===== src/rtl/alu_stack_ctrl.sv =====
// Operand-stack controller feeding a combinational ALU over valid/ready.
// Optional DUP command built when STACK_DUP_EN is defined.
module alu_stack_ctrl #(
  parameter int WIDTH = 16,
  parameter int DEPTH = 8
) (
  input  logic                         clk,
  input  logic                         rst_n,
  input  logic                         cmd_valid,
  output logic                         cmd_ready,
  input  logic [1:0]                   cmd_op,
  input  logic [3:0]                   cmd_func,
  input  logic [WIDTH-1:0]             cmd_data,
  output logic                         done,
  output logic [WIDTH-1:0]             tos,
  output logic [$clog2(DEPTH+1)-1:0]   depth,
  output logic                         err_ovf,
  output logic                         err_unf,
  input  logic                         err_clr,
  output logic [3:0]                   alu_func,
  output logic [WIDTH-1:0]             alu_i0,
  output logic [WIDTH-1:0]             alu_i1,
  input  logic [WIDTH-1:0]             alu_o0
);

  localparam int SPW = $clog2(DEPTH+1);
  localparam int AW  = $clog2(DEPTH);

  typedef enum logic [1:0] {
    IDLE = 2'd0,
    EXEC = 2'd1,
    DONE = 2'd2
  } state_t;

  state_t           state;
  state_t           nstate;
  logic [SPW-1:0]   sp;
  logic [WIDTH-1:0] mem [DEPTH];

  logic accept;
  logic full;
  logic empty;
  logic lt2;
  logic op_push;
  logic op_pop;
  logic op_alu;
  logic op_dup;

  logic do_push;
  logic do_pop;
  logic do_load;
  logic do_wb;
  logic set_ovf;
  logic set_unf;
`ifdef STACK_DUP_EN
  logic do_dup;
`endif

  assign cmd_ready = rst_n && (state == IDLE);
  assign accept    = cmd_valid && cmd_ready;
  assign full      = (sp == SPW'(DEPTH));
  assign empty     = (sp == '0);
  assign lt2       = (sp < SPW'(2));

  assign op_push = (cmd_op == 2'b00);
  assign op_pop  = (cmd_op == 2'b01);
  assign op_alu  = (cmd_op == 2'b10);
  assign op_dup  = (cmd_op == 2'b11);

  assign done  = (state == DONE);
  assign depth = sp;
  assign tos   = empty ? '0 : mem[AW'(sp - SPW'(1))];

  // State register
  always_ff @(posedge clk or negedge rst_n) begin
    if (!rst_n) state <= IDLE;
    else        state <= nstate;
  end

  // Next state and per-cycle stack actions
  always_comb begin
    nstate  = state;
    do_push = 1'b0;
    do_pop  = 1'b0;
    do_load = 1'b0;
    do_wb   = 1'b0;
    set_ovf = 1'b0;
    set_unf = 1'b0;
`ifdef STACK_DUP_EN
    do_dup  = 1'b0;
`endif
    unique case (state)
      IDLE: begin
        if (accept) begin
          nstate = DONE;
          unique case (1'b1)
            op_push: begin
              if (full) set_ovf = 1'b1;
              else      do_push = 1'b1;
            end
            op_pop: begin
              if (empty) set_unf = 1'b1;
              else       do_pop  = 1'b1;
            end
            op_alu: begin
              if (lt2) begin
                set_unf = 1'b1;
              end else begin
                do_load = 1'b1;
                nstate  = EXEC;
              end
            end
            op_dup: begin
`ifdef STACK_DUP_EN
              if (empty)     set_unf = 1'b1;
              else if (full) set_ovf = 1'b1;
              else           do_dup  = 1'b1;
`else
              set_unf = 1'b1;
`endif
            end
            default: ;
          endcase
        end
      end
      EXEC: begin
        do_wb  = 1'b1;
        nstate = DONE;
      end
      DONE:    nstate = IDLE;
      default: nstate = IDLE;
    endcase
  end

  // Stack pointer tracks net pushes minus pops/ALU merges
  always_ff @(posedge clk or negedge rst_n) begin
    if (!rst_n) begin
      sp <= '0;
    end else begin
`ifdef STACK_DUP_EN
      if (do_push || do_dup)  sp <= sp + SPW'(1);
`else
      if (do_push)            sp <= sp + SPW'(1);
`endif
      else if (do_pop || do_wb) sp <= sp - SPW'(1);
    end
  end

  // Stack storage; contents need no reset
  always_ff @(posedge clk) begin
    if (do_push) mem[AW'(sp)] <= cmd_data;
`ifdef STACK_DUP_EN
    if (do_dup)  mem[AW'(sp)] <= mem[AW'(sp - SPW'(1))];
`endif
    if (do_wb)   mem[AW'(sp - SPW'(2))] <= alu_o0;
  end

  // ALU operand latch, held stable through EXEC
  always_ff @(posedge clk or negedge rst_n) begin
    if (!rst_n) begin
      alu_func <= '0;
      alu_i0   <= '0;
      alu_i1   <= '0;
    end else if (do_load) begin
      alu_func <= cmd_func;
      alu_i0   <= mem[AW'(sp - SPW'(2))];
      alu_i1   <= mem[AW'(sp - SPW'(1))];
    end
  end

  // Sticky error flags; a fresh error beats a same-cycle clear
  always_ff @(posedge clk or negedge rst_n) begin
    if (!rst_n) begin
      err_ovf <= 1'b0;
      err_unf <= 1'b0;
    end else begin
      if (set_ovf)      err_ovf <= 1'b1;
      else if (err_clr) err_ovf <= 1'b0;
      if (set_unf)      err_unf <= 1'b1;
      else if (err_clr) err_unf <= 1'b0;
    end
  end

endmodule


===== config.mk =====
export PLATFORM = sky130hd
export DESIGN_NAME = alu_stack_ctrl
export DESIGN_NICKNAME = d
export VERILOG_FILES = /design/src/rtl/alu_stack_ctrl.sv
export SDC_FILE = /design/constraint.sdc
export NUM_CORES = 1
export LEC_CHECK = 0
export ABC_AREA = 1
export CAP_MARGIN = 20
export CORE_MARGIN = 4
export CORE_UTILIZATION = 55
export DETAILED_ROUTE_END_ITERATION = 7
export PLACE_DENSITY = 0.86
export SYNTH_ARGS = -nofsm -noshare
export SYNTH_HDL_FRONTEND = slang
export SYNTH_SLANG_ARGS = --single-unit

===== constraint.sdc =====
create_clock -name clk -period 6.7 [get_ports clk]
set_clock_uncertainty 0.15 [all_clocks]
set_input_delay 1.005 -clock clk [delete_from_list [all_inputs] [get_ports clk]]
set_output_delay 1.005 -clock clk [all_outputs]
set_load 0.01 [all_outputs]

==> flow_summary_export.csv <==
group,metric,value,unit
run_status,outcome,"finished clean",
yosys,async_flop_share,0.256,
timing,finalMaxSlewViolations,0,
finish,n_fill_cell,1258,
clocking,hold_buffers,0,
timing,hold_violations,0,
finish,drive_gt1_frac,0.0531,
finish,nets,1241,
clocking,cts-root-buf,"clkbuf_16",
yosys,yosys-top-cells-count,"nand2_1, nand3_1, inv_1, edfxtp_1, dfrtp_1",
global_route,grt_util_all_layers,0.262,
floorplanning,rows,46,
min_path,hold_path_class,"reg -> reg",
timing,worstMarginPinSlew,1050,ps
yosys,synth-edff-count,128,
clocking,clock-sinks,172,
yosys,yosysTopAreaCell,"edfxtp_1",
floorplanning,core_area,0.0160,sq mm
timing,fmax,0.192,GHz
place,place.gp.congestion,0.896,
clocking,cts_setup_buffers,0,
global_route,grt_overflow_total,0,
yosys,ys_ff_latch,172,
power_and_ir_drop,p_clk_frac,0.183,
timing,fin_tns_setup,0,ps
route,wl_per_cell,16.7,um
yosys,synth_fp_nets,1165,
yosys,synthFlopType,"edfxtp_1",
timing,rsz0062_at_grt,"no",
power_and_ir_drop,p_int,2.79,mW
yosys,synth_cell_types,24,
clocking,clock_latency,440,ps
timing,setup_slack,1490,ps
place,hpwl,14.4,mm
route,viasPerCell,5.50,
clocking,numCtsBuffers,17,
floorplanning,start_util,0.566,
worst_setup_path,worstPathRequired,5540,ps
power_and_ir_drop,power_density,464,mW/mm^2
yosys,yosys-top-cells-area,"edfxtp_1, nand2_1, dfrtp_1, nand3_1, inv_1",
place,post-place-ws,1890,ps
job,cap_violations,0,
floorplanning,die_y,136,um
yosys,syn_area,0.00906,sq mm
yosys,synth_most_common_cell,"nand2_1",
yosys,synth_cells,1117,
global_route,grt_pass1_vias,7167,
power_and_ir_drop,p_sw_frac,0.437,
clocking,path_clk_slew,70,ps
yosys,synth_area_per_cell,8.11,sq um
yosys,ys_warn_count,0,
timing,setup_violations,0,
clocking,htreeDepth,4,
global_route,grt_pass1_wl,37.0,mm
floorplanning,die_w,136,um
power_and_ir_drop,combPwrFrac,0.530,
clocking,cts_resized,0,
place,io_buffers,101,
finish,area_delta_synth_final,17.9,%
floorplanning,io_pins,102,
timing,max-slew-margin-rel,0.298,
route,drt-initial-drc-count,1258,
timing,timing.final.crit_share,0.778,
power_and_ir_drop,switchingPower,2.16,mW
worst_setup_path,crit_type,"reg -> out",
route,first_pass_iters,6,
route,num_vias,7817,
finish,diodes,0,
clocking,cts_tree,"done",
yosys,synth-seq-area-share,0.546,
route,drc,0,
worst_setup_path,startpoint_type,"register",
yosys,yosys.area.top_type_share,0.424,
worst_setup_path,arrival,4060,ps
clocking,cts.path.max_buffers,2,
worst_setup_path,crit_path_max_fanout,63,
route,drt-total-wl,23.7,mm
global_route,antenna_found_initial,0,
power_and_ir_drop,leakagePower,5.00,nW
timing,min_period,5210,ps
global_route,grt_max_degree,90,
worst_setup_path,setup.worst_path.end_class,"output pin",
power_and_ir_drop,peakVddDrop,0.283,mV
power_and_ir_drop,power_frac_seq,0.287,
floorplanning,dieArea,0.0186,sq mm
route,ant_nets,0,
## sequential cells by signal (all words and copies together), names as in the netlist
name	count
mem	128
alu_i0	16
alu_i1	16
depth	4
err_ovf	1
state	2
alu_func	4
err_unf	1
## through the flow
stage	cell area (sq um)	hold WS, ps	utilization	std cells	power (mW)
finish	10700	331	0.667	1422	4.95
global route	10700	352	0.667	1422	5.25
CTS	10600	333	0.665	1420	4.87
detailed placement	10100	316	0.631	1388	3.95
global placement	10100	302	0.631	1388	3.91
floorplan	9060	357	-	1117	3.03
## cell type report
| type | instances | area (sq um) | share of cell area |
|---|---|---|---|
| Inverter | 149 | 559 | 0.0524 |
| Multi-Input combinational cell | 736 | 3200 | 0.300 |
| Clock inverter | 15 | 119 | 0.0111 |
| Timing Repair Buffer | 117 | 1150 | 0.108 |
| Clock buffer | 17 | 425 | 0.0399 |
| Tap cell | 216 | 270 | 0.0253 |
| Sequential cell | 172 | 4950 | 0.464 |
## cell usage in the layout (no fill, tap or decap), types with 2 or more instances in the layout
cell type / instances
nand2_1: 500
clkbuf_16: 17
nor2_1: 13
nand3_1: 168
a21oi_1: 18
clkinv_2: 2
nor2_2: 2
o21ai_0: 4
edfxtp_1: 128
clkdlybuf4s50_1: 100
buf_4: 14
clkinvlp_4: 4
inv_2: 6
ha_1: 6
inv_6: 3
nor2_4: 2
xor2_1: 3
clkinv_4: 6
dfrtp_1: 43
o211ai_1: 16
inv_1: 142
## cell families after synthesis
| logic type | share of synthesized area |
|---|---|
| adders and majority gates | 0.00829 |
| buffers and inverters | 0.101 |
| and+or+nand+nor | 0.314 |
| AOI/OAI and AO/OA | 0.0254 |
| DFF | 0.546 |
| xor gates and xnor gates | 0.00594 |
## path summary, 6_finish.rpt
kind / from / end / slack, ps / cells past startpoint
setup reg to reg: depth[1]$_DFFE_PN0P_ / mem[0][7]$_DFFE_PP_ / 2630 / 7
setup / recovery: depth[0]$_DFFE_PN0P_ / tos[6] / 1490 / 7
hold / removal: alu_i1[14]$_DFFE_PN0P_ / alu_i1[14]$_DFFE_PN0P_ / 330 / 2
hold reg to reg: alu_i1[14]$_DFFE_PN0P_ / alu_i1[14]$_DFFE_PN0P_ / 330 / 2
max in group asynchronous: rst_n / depth[0]$_DFFE_PN0P_ / 5380 / 2
min in group asynchronous: rst_n / alu_i1[9]$_DFFE_PN0P_ / 520 / 2
## routing by layer
metal | up-vias | wire [um] | GRT usage
met5 | - | 0 | 0
met4 | 0 | 819 | 0.108
met3 | 81 | 2670 | 0.0600
met2 | 515 | 10900 | 0.418
met1 | 3538 | 9350 | 0.348
li1 | 3683 | - | -
## power by group through the flow
stage	registers (mW)	logic (mW)	clock network (mW)
after floorplan	1.43	1.60	0
after global routing	1.44	2.85	0.959
after detailed placement	1.44	2.51	0
after CTS	1.42	2.54	0.906
after global placement	1.44	2.47	0
final	1.42	2.63	0.905
## critical path: stages, from the launching register on
cell             delay, ps
dfrtp_4                850
inv_2                  440
ha_1                   410
xnor2_4                640
inv_2                  400
nand2_1                190
a21oi_1                110
clkdlybuf4s50_1        550
Note: power is estimated with default switching activity, not from simulation.
